===== config.mk =====
export PLATFORM = sky130hd
export DESIGN_NAME = input_conditioner_flat
export DESIGN_NICKNAME = d
export VERILOG_FILES = /design/src/rtl/input_conditioner_if.sv /design/src/rtl/input_conditioner.sv /design/src/flat_wrapper.sv
export SDC_FILE = /design/constraint.sdc
export NUM_CORES = 1
export LEC_CHECK = 0
export CELL_PAD_IN_SITES_DETAIL_PLACEMENT = 1
export CELL_PAD_IN_SITES_GLOBAL_PLACEMENT = 2
export CORE_ASPECT_RATIO = 0.9
export CORE_MARGIN = 8
export CORE_UTILIZATION = 35
export CTS_CLUSTER_DIAMETER = 150
export DETAILED_ROUTE_END_ITERATION = 8
export PLACE_DENSITY_LB_ADDON = 0.25
export SYNTH_ARGS = -nofsm -noshare
export SYNTH_HDL_FRONTEND = slang
export SYNTH_SLANG_ARGS = --single-unit

===== constraint.sdc =====
create_clock -name clock -period 1.9 [get_ports clock]
set_input_delay 0.38 -clock clock [delete_from_list [all_inputs] [get_ports clock]]
set_output_delay 0.38 -clock clock [all_outputs]
set_load 0.02 [all_outputs]

===== src/rtl/input_conditioner_if.sv =====
// Button/frame bundle between the board pins and the input conditioner.
// The master drives raw buttons and vsync; the slave returns frame-aligned commands.
interface input_conditioner_if;
  logic [4:0] buttons_raw;
  logic       vsync;
  logic [4:0] operation;
  logic [4:0] held;
  logic       frame_tick;

  modport master (
    output buttons_raw,
    output vsync,
    input  operation,
    input  held,
    input  frame_tick
  );

  modport slave (
    input  buttons_raw,
    input  vsync,
    output operation,
    output held,
    output frame_tick
  );
endinterface


===== src/rtl/input_conditioner.sv =====
// Debounces five push-buttons and presents one frame's worth of commands per vsync.
// Define INPUT_AUTOREPEAT_EN to enable DAS/ARR auto-repeat on RIGHT, LEFT and DOWN.
module input_conditioner #(
  parameter int DEBOUNCE_CYCLES = 250000,
  parameter int DAS_FRAMES      = 10,
  parameter int ARR_FRAMES      = 3
) (
  input logic                clock,
  input logic                reset_n,
  input_conditioner_if.slave bus
);
  localparam int CNT_W = $clog2(DEBOUNCE_CYCLES);
  localparam logic [CNT_W-1:0] DEB_LAST = CNT_W'(DEBOUNCE_CYCLES - 1);

  if (DEBOUNCE_CYCLES < 2 || DAS_FRAMES < 2 || DAS_FRAMES > 63 ||
      ARR_FRAMES < 1 || ARR_FRAMES > DAS_FRAMES) begin : g_bad_cfg
    $error("input_conditioner: parameter out of range");
  end

  logic [4:0]       btn_sync1_q, btn_sync2_q;
  logic             vs_sync1_q, vs_sync2_q, vs_prev_q;
  logic             frame_tick_q, frame_tick_d;
  logic [CNT_W-1:0] deb_cnt_q [5];
  logic [CNT_W-1:0] deb_cnt_d [5];
  logic [4:0]       held_q, held_d;
  logic [4:0]       pending_q, pending_d;
  logic [4:0]       operation_q, operation_d;
  logic [4:0]       rise_s, repeat_fire_s, emit_s;
  logic             cancel_s;

`ifdef INPUT_AUTOREPEAT_EN
  localparam logic [5:0] DAS_LAST   = 6'(DAS_FRAMES);
  localparam logic [5:0] ARR_RELOAD = 6'(DAS_FRAMES - ARR_FRAMES);
  logic [5:0] hold_cnt_q [3];
  logic [5:0] hold_cnt_d [3];
  logic [5:0] hold_inc_s [3];
`endif

  // Per-button debounce: the level only flips after DEBOUNCE_CYCLES of disagreement.
  always_comb begin
    held_d = held_q;
    for (int i = 0; i < 5; i++) begin
      if (btn_sync2_q[i] == held_q[i]) begin
        deb_cnt_d[i] = {CNT_W{1'b0}};
      end else if (deb_cnt_q[i] == DEB_LAST) begin
        deb_cnt_d[i] = {CNT_W{1'b0}};
        held_d[i]    = ~held_q[i];
      end else begin
        deb_cnt_d[i] = deb_cnt_q[i] + CNT_W'(1);
      end
    end
    rise_s       = held_d & ~held_q;
    frame_tick_d = vs_sync2_q & ~vs_prev_q;
  end

  // Frame assembly: repeat timers, opposing-direction cancel, press latching.
  always_comb begin
    repeat_fire_s = 5'b00000;
`ifdef INPUT_AUTOREPEAT_EN
    for (int i = 0; i < 3; i++) begin
      hold_inc_s[i] = hold_cnt_q[i] + 6'd1;
      if (!frame_tick_q) begin
        hold_cnt_d[i] = hold_cnt_q[i];
      end else if (pending_q[i] || !held_q[i]) begin
        hold_cnt_d[i] = 6'd0;
      end else if (hold_inc_s[i] == DAS_LAST) begin
        hold_cnt_d[i]    = ARR_RELOAD;
        repeat_fire_s[i] = 1'b1;
      end else begin
        hold_cnt_d[i] = hold_inc_s[i];
      end
    end
`endif
    emit_s   = pending_q | repeat_fire_s;
    cancel_s = emit_s[0] & emit_s[1];
    // A press edge landing on the tick survives into the next frame.
    if (frame_tick_q) begin
      operation_d = {emit_s[4:2], emit_s[1:0] & {2{~cancel_s}}};
      pending_d   = rise_s;
    end else begin
      operation_d = operation_q;
      pending_d   = pending_q | rise_s;
    end
  end

  // State registers with synchronous active-low reset.
  always_ff @(posedge clock) begin
    if (!reset_n) begin
      btn_sync1_q  <= 5'b00000;
      btn_sync2_q  <= 5'b00000;
      vs_sync1_q   <= 1'b0;
      vs_sync2_q   <= 1'b0;
      vs_prev_q    <= 1'b0;
      frame_tick_q <= 1'b0;
      held_q       <= 5'b00000;
      pending_q    <= 5'b00000;
      operation_q  <= 5'b00000;
      for (int i = 0; i < 5; i++) deb_cnt_q[i] <= {CNT_W{1'b0}};
`ifdef INPUT_AUTOREPEAT_EN
      for (int i = 0; i < 3; i++) hold_cnt_q[i] <= 6'd0;
`endif
    end else begin
      btn_sync1_q  <= bus.buttons_raw;
      btn_sync2_q  <= btn_sync1_q;
      vs_sync1_q   <= bus.vsync;
      vs_sync2_q   <= vs_sync1_q;
      vs_prev_q    <= vs_sync2_q;
      frame_tick_q <= frame_tick_d;
      held_q       <= held_d;
      pending_q    <= pending_d;
      operation_q  <= operation_d;
      for (int i = 0; i < 5; i++) deb_cnt_q[i] <= deb_cnt_d[i];
`ifdef INPUT_AUTOREPEAT_EN
      for (int i = 0; i < 3; i++) hold_cnt_q[i] <= hold_cnt_d[i];
`endif
    end
  end

  assign bus.operation  = operation_q;
  assign bus.held       = held_q;
  assign bus.frame_tick = frame_tick_q;
endmodule

===== src/flat_wrapper.sv =====
// flat-port wrapper written by rule: the top's interface ports become plain ports
module input_conditioner_flat 
#(
  parameter int DEBOUNCE_CYCLES = 250000,
  parameter int DAS_FRAMES      = 10,
  parameter int ARR_FRAMES      = 3
)
  (clock, reset_n, bus_buttons_raw, bus_vsync, bus_operation, bus_held, bus_frame_tick);
  input_conditioner_if bus_i ();
  input logic clock;
  input logic reset_n;
  input wire logic [$bits(bus_i.buttons_raw)-1:0] bus_buttons_raw;
  input wire logic [$bits(bus_i.vsync)-1:0] bus_vsync;
  output wire logic [$bits(bus_i.operation)-1:0] bus_operation;
  output wire logic [$bits(bus_i.held)-1:0] bus_held;
  output wire logic [$bits(bus_i.frame_tick)-1:0] bus_frame_tick;
  assign bus_i.buttons_raw = bus_buttons_raw;
  assign bus_i.vsync = bus_vsync;
  assign bus_operation = bus_i.operation;
  assign bus_held = bus_i.held;
  assign bus_frame_tick = bus_i.frame_tick;
  input_conditioner #(.DEBOUNCE_CYCLES(DEBOUNCE_CYCLES), .DAS_FRAMES(DAS_FRAMES), .ARR_FRAMES(ARR_FRAMES)) u_core (.clock(clock), .reset_n(reset_n), .bus(bus_i));
endmodule

# [Word-level counts from Yosys, hierarchy flattened]
# Memories as Yosys holds them, arrays and structs flattened.
# Index checks and enable logic that the tools add are counted.
[word_totals] ff_bits=29 mem_bits_rw=90 input_bits=8 out_inout_bits=11 word_cells=71 n_memories=1
[op_classes] n_addsub=5 n_eq_ne=10 muxes=28 bitwise_logic=18
[mem_list] memory="u_core.deb_cnt_q" depth=5 width=18 rd=5 rd_clocked_by_memory_dff=0 wr=5 line="input_conditioner.sv:23" source="logic [CNT_W-1:0] deb_cnt_q [5];"
[ops] operator="18-bit 2-to-1 mux" count=15
[ops] operator="18-bit by 1-bit adder with 18-bit output (second input constant)" count=5
[ops] operator="18-bit == test (second input constant)" count=5
[ops] operator="1-bit 2-to-1 mux" count=12
[ops] operator="1-bit NOT" count=7
[ops] operator="5-bit AND" count=1
[ops] operator="1-bit == test" count=5
[ops] operator="5-bit 2-to-1 mux" count=1
[ops] operator="5-bit NOT" count=1
[ops] operator="1-bit OR" count=5
[ops] operator="5-bit OR" count=1
[ops] operator="1-bit AND" count=2
[ops] operator="2-bit AND" count=1

# [Longest topological paths before layout]
# An unclocked memory read counts as a cell.
[logic_depth] ltp_word=7 mapped_depth=6 depth_no_buf=5

# [Worst setup path before layout]
# No wires, ideal clock.
[synth_path] path_kind="register to register" from="mem u_core.deb_cnt_q[0][36] (netlist name)" to="mem u_core.deb_cnt_q[0][52] (netlist name)" setup_time_ps=115 arrival_ps=1705 t_required_ps=1785 slack_ps=81 path_stages_with_launch=7 n_path_buf=1 period_less_slack_ps=1819 path_cell_list="dfxtp_1 > ha_1 > nand3_2 > or4_4 > o21ai_2 > buf_4 > nor2_1"
[synth_lines] element="start, declared" line="input_conditioner.sv:23"

# [Final worst setup path]
[layout_path] from="reg u_core.held_q[2] (netlist: u_core.bus.held[2])" to="out bus_held[2]"
[layout_lines] element="start, declared" line="input_conditioner.sv:25" source="logic [4:0] held_q, held_d;"
[layout_lines] element="start signal, assigned" line="input_conditioner.sv:109" source="held_q <= held_d;"
[layout_lines] element="end, declared" line="flat_wrapper.sv:15" source="output wire logic [$bits(bus_i.held)-1:0] bus_held;"
# No word-level cell between the ends.

==> flow_summary.toml <==
[floorplanning]
die_area_um2 = 18800
die_width_um = 143
start_util_pct = 35.3
pin_count = 19
rows = 42
core_um2 = 14500
die_h_um = 131

[timing]
drv_slew = 0
rsz0062_at_grt = "no"
finClkSkew_ps = 8.15
setup_viol = 0
tns_ps = 0
timing.hold.ws_ps = 385
max_freq_ghz = 0.543
slew_headroom_pct = 64.6
min_period_over_period_pct = 97.0
worstMarginPinSlew_ps = 524
final-hold-violation-count = 0
finalCriticalPeriod_ps = 1840

[setup_path]
required_ps = 1520
cpMaxStageDelayCell = "clkdlybuf4s50_1"
slowest_delay_ps = 640
crit_fanout = 4
cp.arrival_ps = 1460
cp_cell_sequence = "clkdlybuf4s50_1"
cp_num_buf_inv = 1
crit_path_start_kind = "flop"
path_delay_family = "buffers and inverters"
crit_type = "flop to primary output"
critPathCaptureType = "primary output"

[logic_synthesis]
syn_area_um2 = 5120
yosysUniqueCellTypes = 44
netlist_instances = 565
async_reset_ff_share_pct = 0
yosysSeqAreaShare_pct = 46.5
synthesis.nets = 578
synth_edf_count = 0
synth.ff_latch_count = 119
synth_ff_type = "dfxtp_1"
yosys_warnings = 0
synth_area_per_cell_um2 = 9.06

[clock_network]
clkTransAtPathRegs_ps = 60
root_buffer = "clkbuf_16"
clkLatencyLatePin_ps = 410
cts_setup_buffers = 0
cts.sinks = 119
numCtsBuffers = 17
cts_tree = "built"
hold_buffers = 0
cts_buffer_depth = 2
h-tree-depth = 4

[global_routing]
grt-ovfl-total = 0
grt_pass1_vias = 4329
grt_pass1_wl_mm = 20.8
grt_use_total_pct = 14.0
antenna_found_initial = 0
grt_start_max_net_pins = 21

[drt]
wl_per_cell_um = 14.4
ant_nets = 0
drtPass1Iterations = 4
vias = 4150
viasPerCell = 5.01
first_iter_violations = 180
wl_mm = 11.9
route.detailed.drc = 0

[pwr]
powerDensity_nw_per_um2 = 922
power.total_mw = 5.87
netSwitchingPower_mw = 1.15
seq_power_share_pct = 43.0
switching_share_pct = 19.7
power_frac_clock_pct = 55.5
pwr-share-comb_pct = 1.6
vdd_drop_max_v = 0.000723
intPower_mw = 4.72
leakagePower_nw = 2.03

[final_layout]
layout-drive-gt1-share_pct = 13.3
multi_input_area_um2 = 2610
diodes = 0
layout.cells.non_filler = 828
final_nets = 631
register_area_um2 = 2380
synthToLayoutAreaGrowth_pct = 24.5
nFillCells = 1725

[placed_design]
dpl.cell_count = 797
gp_congestion = 0.767
detailed_place_hpwl_mm = 8.58
numPortBuffers = 18

[min_path]
hold_class = "flop to flop"

[status]
status = "completed"

[run]
max_cap_viol_count = 0
registers in the layout, indices dropped and copies added (netlist names):
signal	count
u_core.btn_sync2_q	5
u_core.bus.frame_tick	1
u_core.vs_sync1_q	1
u_core.btn_sync1_q	5
u_core.bus.operation	5
u_core.deb_cnt_q	90
u_core.vs_sync2_q	1
u_core.bus.held	5
u_core.vs_prev_q	1
u_core.emit_s	5
cell families after synthesis:
| logic type | synth area share, % |
|---|---|
| mux | 1.17 |
| fa+ha+maj | 1.22 |
| buf+inv | 2.71 |
| flops | 46.5 |
| simple gates | 30.0 |
| compound gates | 5.84 |
| xor+xnor | 12.5 |
worst paths after layout:
check                                from                       to  slack (ps)  depth (start not counted)
hold / removal           u_core.vs_prev_q    u_core.bus.frame_tick         390                          1
setup reg to reg  u_core.deb_cnt_q[0][63]  u_core.deb_cnt_q[0][70]         100                          4
hold reg to reg          u_core.vs_prev_q    u_core.bus.frame_tick         390                          1
setup / recovery       u_core.bus.held[2]              bus_held[2]          60                          1
what timing repair did:
item,4_1_cts,5_1_grt
pin swaps,0,1
endpoints found under the setup margin,1,9
gates resized for setup,1,8
synth_stat cells, types with 2 or more instances:
library cell	count	area [um2]
buf_4	3	22.5
a21oi_1	17	85.1
o21ai_0	6	30.0
nor4_1	23	144
or4b_2	2	20.0
o41ai_1	3	26.3
xor2_1	25	219
and2_1	16	100
a32o_1	3	30.0
inv_1	19	71.3
mux2i_1	6	60.1
or2_2	3	18.8
ha_1	5	62.6
or4_1	8	60.1
or4_4	3	33.8
buf_2	3	15.0
nand4_1	21	131
nand2_1	33	124
nor3b_1	4	30.0
nand3b_1	4	30.0
nor3_1	12	60.1
clkbuf_1	7	26.3
o21ai_2	2	17.5
and4_1	5	43.8
o31ai_1	6	45.0
nand3_2	2	20.0
dfxtp_1	119	2380
nor4b_1	6	52.6
nand3_1	33	165
xnor2_1	48	420
or3_1	7	43.8
nor2_1	96	360
and3_1	4	25.0
cell type report:
type	instances	share of cell area, %
Clock buffer	24	8.19
Clock inverter	7	1.41
Inverter	19	1.12
Multi-Input combinational cell	413	40.9
Sequential cell	119	37.4
Tap cell	198	3.89
Timing Repair Buffer	48	7.05
stage by stage:
step | worst slack [ps] | utilization (%) | area (um2)
2_1_floorplan | 80.8 | - | 5120
4_1_cts | 1.50 | 43.8 | 6350
5_1_grt | 14.1 | 43.9 | 6370
6_report | 56.8 | 43.9 | 6370
3_5_place_dp | 81.6 | 39.6 | 5740
3_3_place_gp | 155 | 39.6 | 5740
layout by cell type (no fill, tap or decap), types with 4 or more instances in the layout:
master / n
mux2i_1: 6
and2_1: 16
xor2_1: 25
nand3_1: 33
clkbuf_8: 7
or4_1: 8
dfxtp_1: 117
inv_1: 19
and4_1: 5
nand2_1: 33
clkbuf_16: 17
nor3_1: 12
clkdlybuf4s50_1: 14
nor2_1: 96
o31ai_1: 6
nor3b_1: 4
nor4_1: 23
nor4b_1: 6
buf_4: 27
a21oi_1: 16
or3_1: 7
xnor2_1: 48
nand3b_1: 4
and3_1: 4
nand4_1: 21
o21ai_0: 6
power groups by stage:
stage                     Sequential, mW  Combinational, mW  Clock, mW
after detailed placement            2.58             0.0942          0
after global placement              2.57             0.0924          0
after global routing                2.52              0.103       3.47
after CTS                           2.52             0.0945       3.35
after floorplan                     2.57             0.0471          0
final                               2.52             0.0920       3.26
routing by layer:
layer,up-vias,wire [um],GRT usage (%)
li1,2081,-,-
met2,29,5800,23.4
met5,-,0,0
met4,0,228,5.99
met3,20,313,4.14
met1,2020,5590,16.4
No activity file was read; power rests on OpenSTA's default activity.
